--- config.mk ---
export PLATFORM = sky130hd
export DESIGN_NAME = mem_arbiter
export DESIGN_NICKNAME = d
export VERILOG_FILES = /design/src/rtl/mem_arbiter.sv
export SDC_FILE = /design/constraint.sdc
export NUM_CORES = 1
export LEC_CHECK = 0
export CAP_MARGIN = 20
export CORE_MARGIN = 5
export CORE_UTILIZATION = 43
export CTS_CLUSTER_SIZE = 14
export DETAILED_ROUTE_END_ITERATION = 6
export HOLD_SLACK_MARGIN = 0.08
export PLACE_DENSITY_LB_ADDON = 0.12
export REMOVE_ABC_BUFFERS = 1
export SYNTH_ARGS = -nofsm -noshare
export SYNTH_HDL_FRONTEND = slang
export SYNTH_SLANG_ARGS = --single-unit
export TNS_END_PERCENT = 20
--- constraint.sdc ---
create_clock -name Clk -period 4.98 [get_ports Clk]
set_input_delay 1.245 -clock Clk [delete_from_list [all_inputs] [get_ports Clk]]
set_output_delay 1.245 -clock Clk [all_outputs]
set_load 0.01 [all_outputs]
--- src/rtl/mem_arbiter.sv ---
// Two-port round-robin arbiter for an asynchronous SRAM: each access holds the
// strobes for ACCESS_CYCLES cycles, then spends one RECOVER cycle on Ack and bus turnaround.
module mem_arbiter #(
  parameter int unsigned ACCESS_CYCLES = 2
) (
  input  logic        Clk,
  input  logic        Reset,
  input  logic        Req0,
  input  logic        We0,
  input  logic [19:0] Addr0,
  input  logic [15:0] Wdata0,
  output logic        Ack0,
  output logic [15:0] Rdata0,
  input  logic        Req1,
  input  logic        We1,
  input  logic [19:0] Addr1,
  input  logic [15:0] Wdata1,
  output logic        Ack1,
  output logic [15:0] Rdata1,
  output logic [19:0] Mem_Addr,
  output logic [15:0] Mem_Dout,
  input  logic [15:0] Mem_Din,
  output logic        Mem_Drive,
  output logic        Mem_CE,
  output logic        Mem_UB,
  output logic        Mem_LB,
  output logic        Mem_OE,
  output logic        Mem_WE,
  output logic        Busy
);

  typedef enum logic [1:0] {
    IDLE    = 2'd0,
    ACCESS  = 2'd1,
    RECOVER = 2'd2
  } state_t;

  localparam logic [1:0] CNT_LAST = 2'(ACCESS_CYCLES - 1);

  state_t      state_q, state_d;
  logic [1:0]  cnt_q, cnt_d;
  logic        last_q, last_d;
  logic        gnt_q, gnt_d;
  logic        wr_q, wr_d;
  logic [19:0] addr_q, addr_d;
  logic [15:0] wdata_q, wdata_d;
  logic [15:0] rdata0_q, rdata0_d;
  logic [15:0] rdata1_q, rdata1_d;
  logic        ack0_q, ack0_d;
  logic        ack1_q, ack1_d;
  logic        ce_q, ce_d;
  logic        oe_q, oe_d;
  logic        we_n_q, we_n_d;
  logic        drive_q, drive_d;
  logic        busy_q, busy_d;
  logic        pick_s;
  logic        in_access_s;

  // Next-state, request latching and next values of the registered SRAM/port outputs.
  always_comb begin
    state_d  = state_q;
    cnt_d    = cnt_q;
    last_d   = last_q;
    gnt_d    = gnt_q;
    wr_d     = wr_q;
    addr_d   = addr_q;
    wdata_d  = wdata_q;
    rdata0_d = rdata0_q;
    rdata1_d = rdata1_q;
    pick_s   = 1'b0;

    case (state_q)
      IDLE: begin
        if (Req0 || Req1) begin
          // Contention goes to the port that was not served last.
          if (Req0 && Req1) begin
            pick_s = ~last_q;
          end else begin
            pick_s = Req1;
          end
          gnt_d   = pick_s;
          last_d  = pick_s;
          wr_d    = pick_s ? We1 : We0;
          addr_d  = pick_s ? Addr1 : Addr0;
          wdata_d = pick_s ? Wdata1 : Wdata0;
          cnt_d   = 2'd0;
          state_d = ACCESS;
        end else begin
          state_d = IDLE;
        end
      end
      ACCESS: begin
        cnt_d = cnt_q + 2'd1;
        if (cnt_q == CNT_LAST) begin
          state_d = RECOVER;
          if (!wr_q) begin
            if (gnt_q) begin
              rdata1_d = Mem_Din;
            end else begin
              rdata0_d = Mem_Din;
            end
          end else begin
            rdata0_d = rdata0_q;
          end
        end else begin
          state_d = ACCESS;
        end
      end
      RECOVER: begin
        state_d = IDLE;
      end
      default: begin
        state_d = IDLE;
      end
    endcase

    // Outputs are registered, so they are decoded from the state being entered.
    in_access_s = (state_d == ACCESS);
    ce_d        = ~in_access_s;
    oe_d        = ~(in_access_s && !wr_d);
    we_n_d      = ~(in_access_s && wr_d);
    drive_d     = in_access_s && wr_d;
    ack0_d      = (state_d == RECOVER) && !gnt_d;
    ack1_d      = (state_d == RECOVER) && gnt_d;
    busy_d      = (state_d != IDLE);
  end

  // State, latched request and registered outputs.
  always_ff @(posedge Clk or negedge Reset) begin
    if (!Reset) begin
      state_q  <= IDLE;
      cnt_q    <= 2'd0;
      last_q   <= 1'b1;
      gnt_q    <= 1'b0;
      wr_q     <= 1'b0;
      addr_q   <= 20'h00000;
      wdata_q  <= 16'h0000;
      rdata0_q <= 16'h0000;
      rdata1_q <= 16'h0000;
      ack0_q   <= 1'b0;
      ack1_q   <= 1'b0;
      ce_q     <= 1'b1;
      oe_q     <= 1'b1;
      we_n_q   <= 1'b1;
      drive_q  <= 1'b0;
      busy_q   <= 1'b0;
    end else begin
      state_q  <= state_d;
      cnt_q    <= cnt_d;
      last_q   <= last_d;
      gnt_q    <= gnt_d;
      wr_q     <= wr_d;
      addr_q   <= addr_d;
      wdata_q  <= wdata_d;
      rdata0_q <= rdata0_d;
      rdata1_q <= rdata1_d;
      ack0_q   <= ack0_d;
      ack1_q   <= ack1_d;
      ce_q     <= ce_d;
      oe_q     <= oe_d;
      we_n_q   <= we_n_d;
      drive_q  <= drive_d;
      busy_q   <= busy_d;
    end
  end

  assign Ack0      = ack0_q;
  assign Ack1      = ack1_q;
  assign Rdata0    = rdata0_q;
  assign Rdata1    = rdata1_q;
  assign Mem_Addr  = addr_q;
  assign Mem_Dout  = wdata_q;
  assign Mem_Drive = drive_q;
  assign Mem_CE    = ce_q;
  assign Mem_UB    = ce_q;
  assign Mem_LB    = ce_q;
  assign Mem_OE    = oe_q;
  assign Mem_WE    = we_n_q;
  assign Busy      = busy_q;

endmodule

# [Word level (Yosys, flattened, before mapping)]
# Cells that the tools add are included.
[totals] reg_bits=82 latchBits=0 mem_bits_rw=0 mem_bits_ro=0 memories=0
[op_classes] add_sub_neg=1 mul=0 div=0 order_cmp=0 n_eq_ne=5 shifts=0 muxes=15 bitwise_logic=6 n_reduce_logical=15
[op_table] cell="20-bit two-way mux" n=1
[op_table] cell="16-bit two-way mux" n=1
[op_table] cell="1-bit two-way mux" n=9
[op_table] cell="2-bit case mux with 2 select lines" n=2
[op_table] cell="4-bit AND reduction" n=2
[op_table] cell="2-bit by 1-bit equality test with 1-bit output, second input constant" n=3
[op_table] cell="1-bit inverter" n=6
[op_table] cell="1-bit logical AND" n=5
[op_table] cell="2-bit two-way mux" n=2
[op_table] cell="2-bit AND reduction" n=2
[op_table] cell="2-bit nonzero test" n=2
[op_table] cell="2-bit by 1-bit adder with 2-bit output, second input constant" n=1
[op_table] cell="2-bit equality test, second input constant" n=1
[op_table] cell="1-bit logical NOT" n=2
[op_table] cell="2-bit logical NOT" n=1
[op_table] cell="2-bit != test, second input constant" n=1
[op_table] cell="1-bit logical OR" n=1

# [Depth between registers and ports, before layout]
[logic_depth] word_depth=10 mapped_depth=7 ltp_nobuf=6

# [Worst setup path before layout]
# No wires, ideal clock.
[synth_timing] path_kind="input -> register" startpoint="input port Req0" endpoint="register addr_q[16] (netlist: Mem_Addr[16])" setup_ns=0.128 t_arrival_ns=2.080 t_required_ns=4.852 path_slack_ns=2.772 path_stages=5 path_buffers=2 cell_sequence="or2_2 -> nand2_1 -> buf_2 -> buf_2 -> o21ai_0"
[synth_via] elab_chain_len=5 elab_cells_between_ends=7 classes_between="4 x mux; 3 x reduce/logical"
[synth_lines] element="from (decl)" line_no="8" rtl="input logic Req0,"
[synth_lines] element="1-bit logical AND" line_no="76" rtl="if (Req0 && Req1) begin"
[synth_lines] element="1-bit two-way mux" line_no="76"
[synth_lines] element="1-bit two-way mux" line_no="74" rtl="if (Req0 || Req1) begin"
[synth_lines] element="1-bit two-way mux" line_no="72" rtl="case (state_q)"
[synth_lines] element="20-bit two-way mux" line_no="84" rtl="addr_d = pick_s ? Addr1 : Addr0;"
[synth_lines] element="to (signal assigned)" line_no="153" rtl="addr_q <= addr_d;"
[synth_lines] element="to (decl)" line_no="45" rtl="logic [19:0] addr_q, addr_d;"
# Parallel ways exist; a longest one is shown, timed or not. The select of a mux whose other input is x is not followed.
# A chain may end at the register's enable or synchronous reset.

# [Worst setup path in the final report]
[layout_timing] startpoint="input port Req1" endpoint="register addr_q[15] (netlist: Mem_Addr[15])"
[layout_via] elab_chain_len=5 elab_cells_between_ends=7 classes_between="4 x mux; 3 x reduce/logical"
[layout_lines] element="from (decl)" line_no="14" rtl="input logic Req1,"
[layout_lines] element="1-bit logical AND" line_no="76"
[layout_lines] element="1-bit two-way mux" line_no="76"
[layout_lines] element="1-bit two-way mux" line_no="74"
[layout_lines] element="1-bit two-way mux" line_no="72"
[layout_lines] element="20-bit two-way mux" line_no="84"
# Parallel ways exist; a longest one is shown, timed or not. The select of a mux whose other input is x is not followed.

==> impl_summary.log <==
INFO  metric postSynthCellCount = ~270
INFO  metric drtAntennaViolNets = 0
INFO  metric yosysTopAreaCell = sky130_fd_sc_hd__dfrtp_1
INFO  metric final.setup_skew = 0.0105 ns
INFO  metric cp_data_required_time = 5.18 ns
INFO  metric final_cells = 547
INFO  metric worst_hold_startpoint = Mem_Dout[9]$_DFFE_PN0P_
INFO  metric synth_commonest_cells = sky130_fd_sc_hd__dfrtp_1 (78), sky130_fd_sc_hd__nand2_1 (39), sky130_fd_sc_hd__o21ai_0 (38), sky130_fd_sc_hd__mux2i_1 (37), sky130_fd_sc_hd__mux2_2 (12)
INFO  metric grt_usage = 17.0%
INFO  metric timing.critical_path.from_type = primary input
INFO  metric ys_ff_latch = 82
INFO  metric share_of_synthesized_flip_flops_with_an_asynchronous_set_or_reset = 100%
INFO  metric critical_path.cell_chain = clkdlybuf4s50_1 > a21boi_4 > buf_4 > mux2i_1 > o21ai_0
INFO  metric timing.critical_path.slowest_stage_cell = sky130_fd_sc_hd__clkdlybuf4s50_1
INFO  metric htree_num_levels = 3
INFO  metric layout-area-overhead-vs-synth = 58.5%
INFO  metric largest_net_degree_at_the_start_of_global_routing = 83
INFO  metric holdPathEnd = Mem_Dout[9]$_DFFE_PN0P_
INFO  metric kind_of_cell_adding_the_most_delay_to_the_critical_path = buffers and inverters
INFO  metric maximum_vdd_drop = 0.000246 V
INFO  metric first_global_vias = 2671
INFO  metric yosys.cell_count.top_type = sky130_fd_sc_hd__dfrtp_1
INFO  metric fin_crit_sh = 54.9%
INFO  metric critical_path.endpoint_type = flip-flop
INFO  metric routed_via_density = between 4 and 5
INFO  metric drt_iter0_markers = 65
INFO  metric yosys_warnings = 0
INFO  metric regToRegStartpoint = cnt_q[1]$_DFFE_PN0P_
INFO  metric die_y = 99.5 um
INFO  metric place_hpwl = 6.33 mm
INFO  metric r2r_cells = 5
INFO  metric placeableCoreArea = 7770 sq um
INFO  metric grt_overflow = 0
INFO  metric post_cts_setup_buffers = 0
INFO  metric synth_enable_flop_cells = 0
INFO  metric grt_first_pass_wirelength = 13.2 mm
INFO  metric clock-root-buffer = sky130_fd_sc_hd__clkbuf_8
INFO  metric numClockSinks = 82
INFO  metric clkTransAtPathRegs = 0.07 ns
INFO  metric period_needed = around 2.7 ns
INFO  metric design.final.nets = about 540
INFO  metric avgSynthCellArea = 12.7 sq um
INFO  metric final.hold.worst_slack = 0.481 ns
INFO  metric die_area = 9910 sq um
INFO  metric hold_depth = 2
INFO  metric cts_buffers = 9
INFO  metric grt_antenna_before_repair = 0
INFO  metric insertion_delay = 0.34 ns
INFO  metric total_leakage_power = 2.38 nW
INFO  metric fmaxAchievable = 366 MHz
INFO  metric fillers = 579
INFO  metric critPathBufInv = 2
INFO  metric report.final.slew_viol_count = 0
INFO  metric drt-total-wl = 8.33 mm
INFO  metric reg2reg_slack = 3.06 ns
INFO  metric outcome = complete, no violations
INFO  metric ys_seq_area_share = 59.7%
INFO  metric worst-path-max-fanout = 19
INFO  metric setup_viol = 0
INFO  metric arrival = 2.94 ns
INFO  metric finalPower = 3.16 mW
INFO  metric finalHoldViolCount = 0
INFO  metric fin_tns_setup = 0 ns
INFO  metric ys_types = 29
INFO  metric antenna_cells_inserted = 0
INFO  metric final_design_utilization = a little over two thirds
INFO  metric post_cts_hold_buffer_count = 0
INFO  metric critical_path_cell_count = 5
INFO  metric largest_cells_by_area_after_synthesis = sky130_fd_sc_hd__dfrtp_1 (57%), sky130_fd_sc_hd__mux2i_1 (11%), sky130_fd_sc_hd__o21ai_0 (5.5%)
INFO  metric reg2reg_to = Rdata0[6]$_DFFE_PN0P_
INFO  metric worstHoldPathType = flip-flop to flip-flop
INFO  metric tritoncts = built
INFO  metric clockBufferDepth = 2
INFO  metric ios = 171
INFO  metric globalplace.congestion = 0.788
INFO  metric rsz0062_at_grt = false
INFO  metric prevailing_post_synth_register_cell = sky130_fd_sc_hd__dfrtp_1
INFO  metric criticalPathCategory = primary input to flip-flop
INFO  metric final_layout_size_suffix_gt1_share = about an eighth
INFO  metric syn_area = 3450 sq um
INFO  metric worst_slew_margin_rel = 46.0%
INFO  metric drt_pre_antenna_iters = 4
INFO  metric port_buffers = 170
INFO  metric route.vias.total = 2563
INFO  metric die_width = 99.5 um
INFO  metric post_cts.resized_instances = 0
INFO  metric dp_cells = 529
INFO  metric count_of_max_cap_constraint_violations = 0
INFO  metric routedWlPerCell = 15.2 um
INFO  metric post-route-drc-count = 0
INFO  metric cp_slowest_stage_delay = 0.54 ns
INFO  metric std_cell_rows = 32
INFO  metric synth_top_area_share = 56.6%
INFO  metric initial_utilization = 44.4%
INFO  metric worst_slew_pin_slew = a little over 0.8 ns
INFO  metric power_density = 578 nW/um^2
## metal layers
metal  wire length, um  track usage, %  up-vias
li1                  -               -     1271
met4               100            5.99        0
met5                 0               0        -
met1              3300            20.1     1169
met2              3940            27.3      116
met3               990            7.85        7
## metrics by stage
step,setup slack (ns),instance area [sq um]
5_1_grt,2.13,5460
3_5_place_dp,1.59,5200
6_report,2.25,5460
2_1_floorplan,0.367,3340
4_1_cts,1.97,5420
3_3_place_gp,1.66,5200
## sequential cells by signal, indices dropped and copies added (netlist names)
name / cells
Rdata1: 16
last_q: 1
gnt_q: 1
Ack1: 1
state_q: 2
cnt_q: 2
Mem_Addr: 20
wr_q: 1
Busy: 1
Rdata0: 16
Mem_Drive: 1
Mem_OE: 1
Mem_CE: 1
Mem_Dout: 16
Ack0: 1
Mem_WE: 1
## cell families after synthesis
| logic type | count (synthesis) | share of synthesized area, % |
|---|---|---|
| mux | 69 | 22.3 |
| compound gates | 46 | 7.11 |
| flops | 82 | 59.7 |
| simple gates | 54 | 7.19 |
| buf+inv | 19 | 3.38 |
| fa+ha+maj | 1 | 0.363 |
## worst reg2reg max path, stage by stage (launching register included)
cell                       delay [ns]
sky130_fd_sc_hd__dfrtp_1         0.38
sky130_fd_sc_hd__inv_1           0.06
sky130_fd_sc_hd__ha_1            0.17
sky130_fd_sc_hd__nand3b_2        0.15
sky130_fd_sc_hd__nor3_4          0.65
sky130_fd_sc_hd__mux2_2          0.42
## worst max path at each step
stage,startpoint,endpoint,slack (ns)
2_1_floorplan,Req1,Mem_Drive$_DFF_PN0_,0.37
3_3_place_gp,Req0,Mem_Dout[11]$_DFFE_PN0P_,1.66
3_5_place_dp,Req0,Mem_Addr[13]$_DFFE_PN0P_,1.59
4_1_cts,Req0,Mem_Addr[5]$_DFFE_PN0P_,1.97
5_1_grt,Req1,Mem_Addr[0]$_DFFE_PN0P_,2.13
6_report,Req1,Mem_Addr[15]$_DFFE_PN0P_,2.25
## cell usage in the layout (no fill, tap or decap), types with 3 or more instances in the layout
master	netlist	routed
sky130_fd_sc_hd__mux2_1	10	10
sky130_fd_sc_hd__clkdlybuf4s50_1	0	169
sky130_fd_sc_hd__clkinvlp_4	0	3
sky130_fd_sc_hd__dfstp_2	4	4
sky130_fd_sc_hd__nand2_1	39	38
sky130_fd_sc_hd__mux2_2	12	12
sky130_fd_sc_hd__buf_4	6	3
sky130_fd_sc_hd__nand2b_1	3	3
sky130_fd_sc_hd__a21oi_1	3	3
sky130_fd_sc_hd__mux2i_1	37	37
sky130_fd_sc_hd__inv_1	3	3
sky130_fd_sc_hd__mux2_4	10	10
sky130_fd_sc_hd__clkbuf_8	0	9
sky130_fd_sc_hd__o21ai_0	38	38
sky130_fd_sc_hd__dfrtp_1	78	78
## cell type report
| cell class | instances | area [sq um] | share of cell area (%) |
|---|---|---|---|
| tap | 102 | 128 | 2.34 |
| sequential | 82 | 2060 | 37.6 |
| clock buffer | 10 | 128 | 2.34 |
| inverter | 3 | 11.3 | 0.206 |
| clock inverter | 6 | 91.3 | 1.67 |
| timing repair buffer | 174 | 1760 | 32.2 |
| multi-input combinational | 170 | 1290 | 23.6 |
## power by group
group / switching (mW) / internal, mW / total (mW)
Clock: 0.233 / 0.284 / 0.517
Sequential: 0.181 / 1.00 / 1.18
Combinational: 0.609 / 0.850 / 1.46
(Power assumes the default switching activity.)
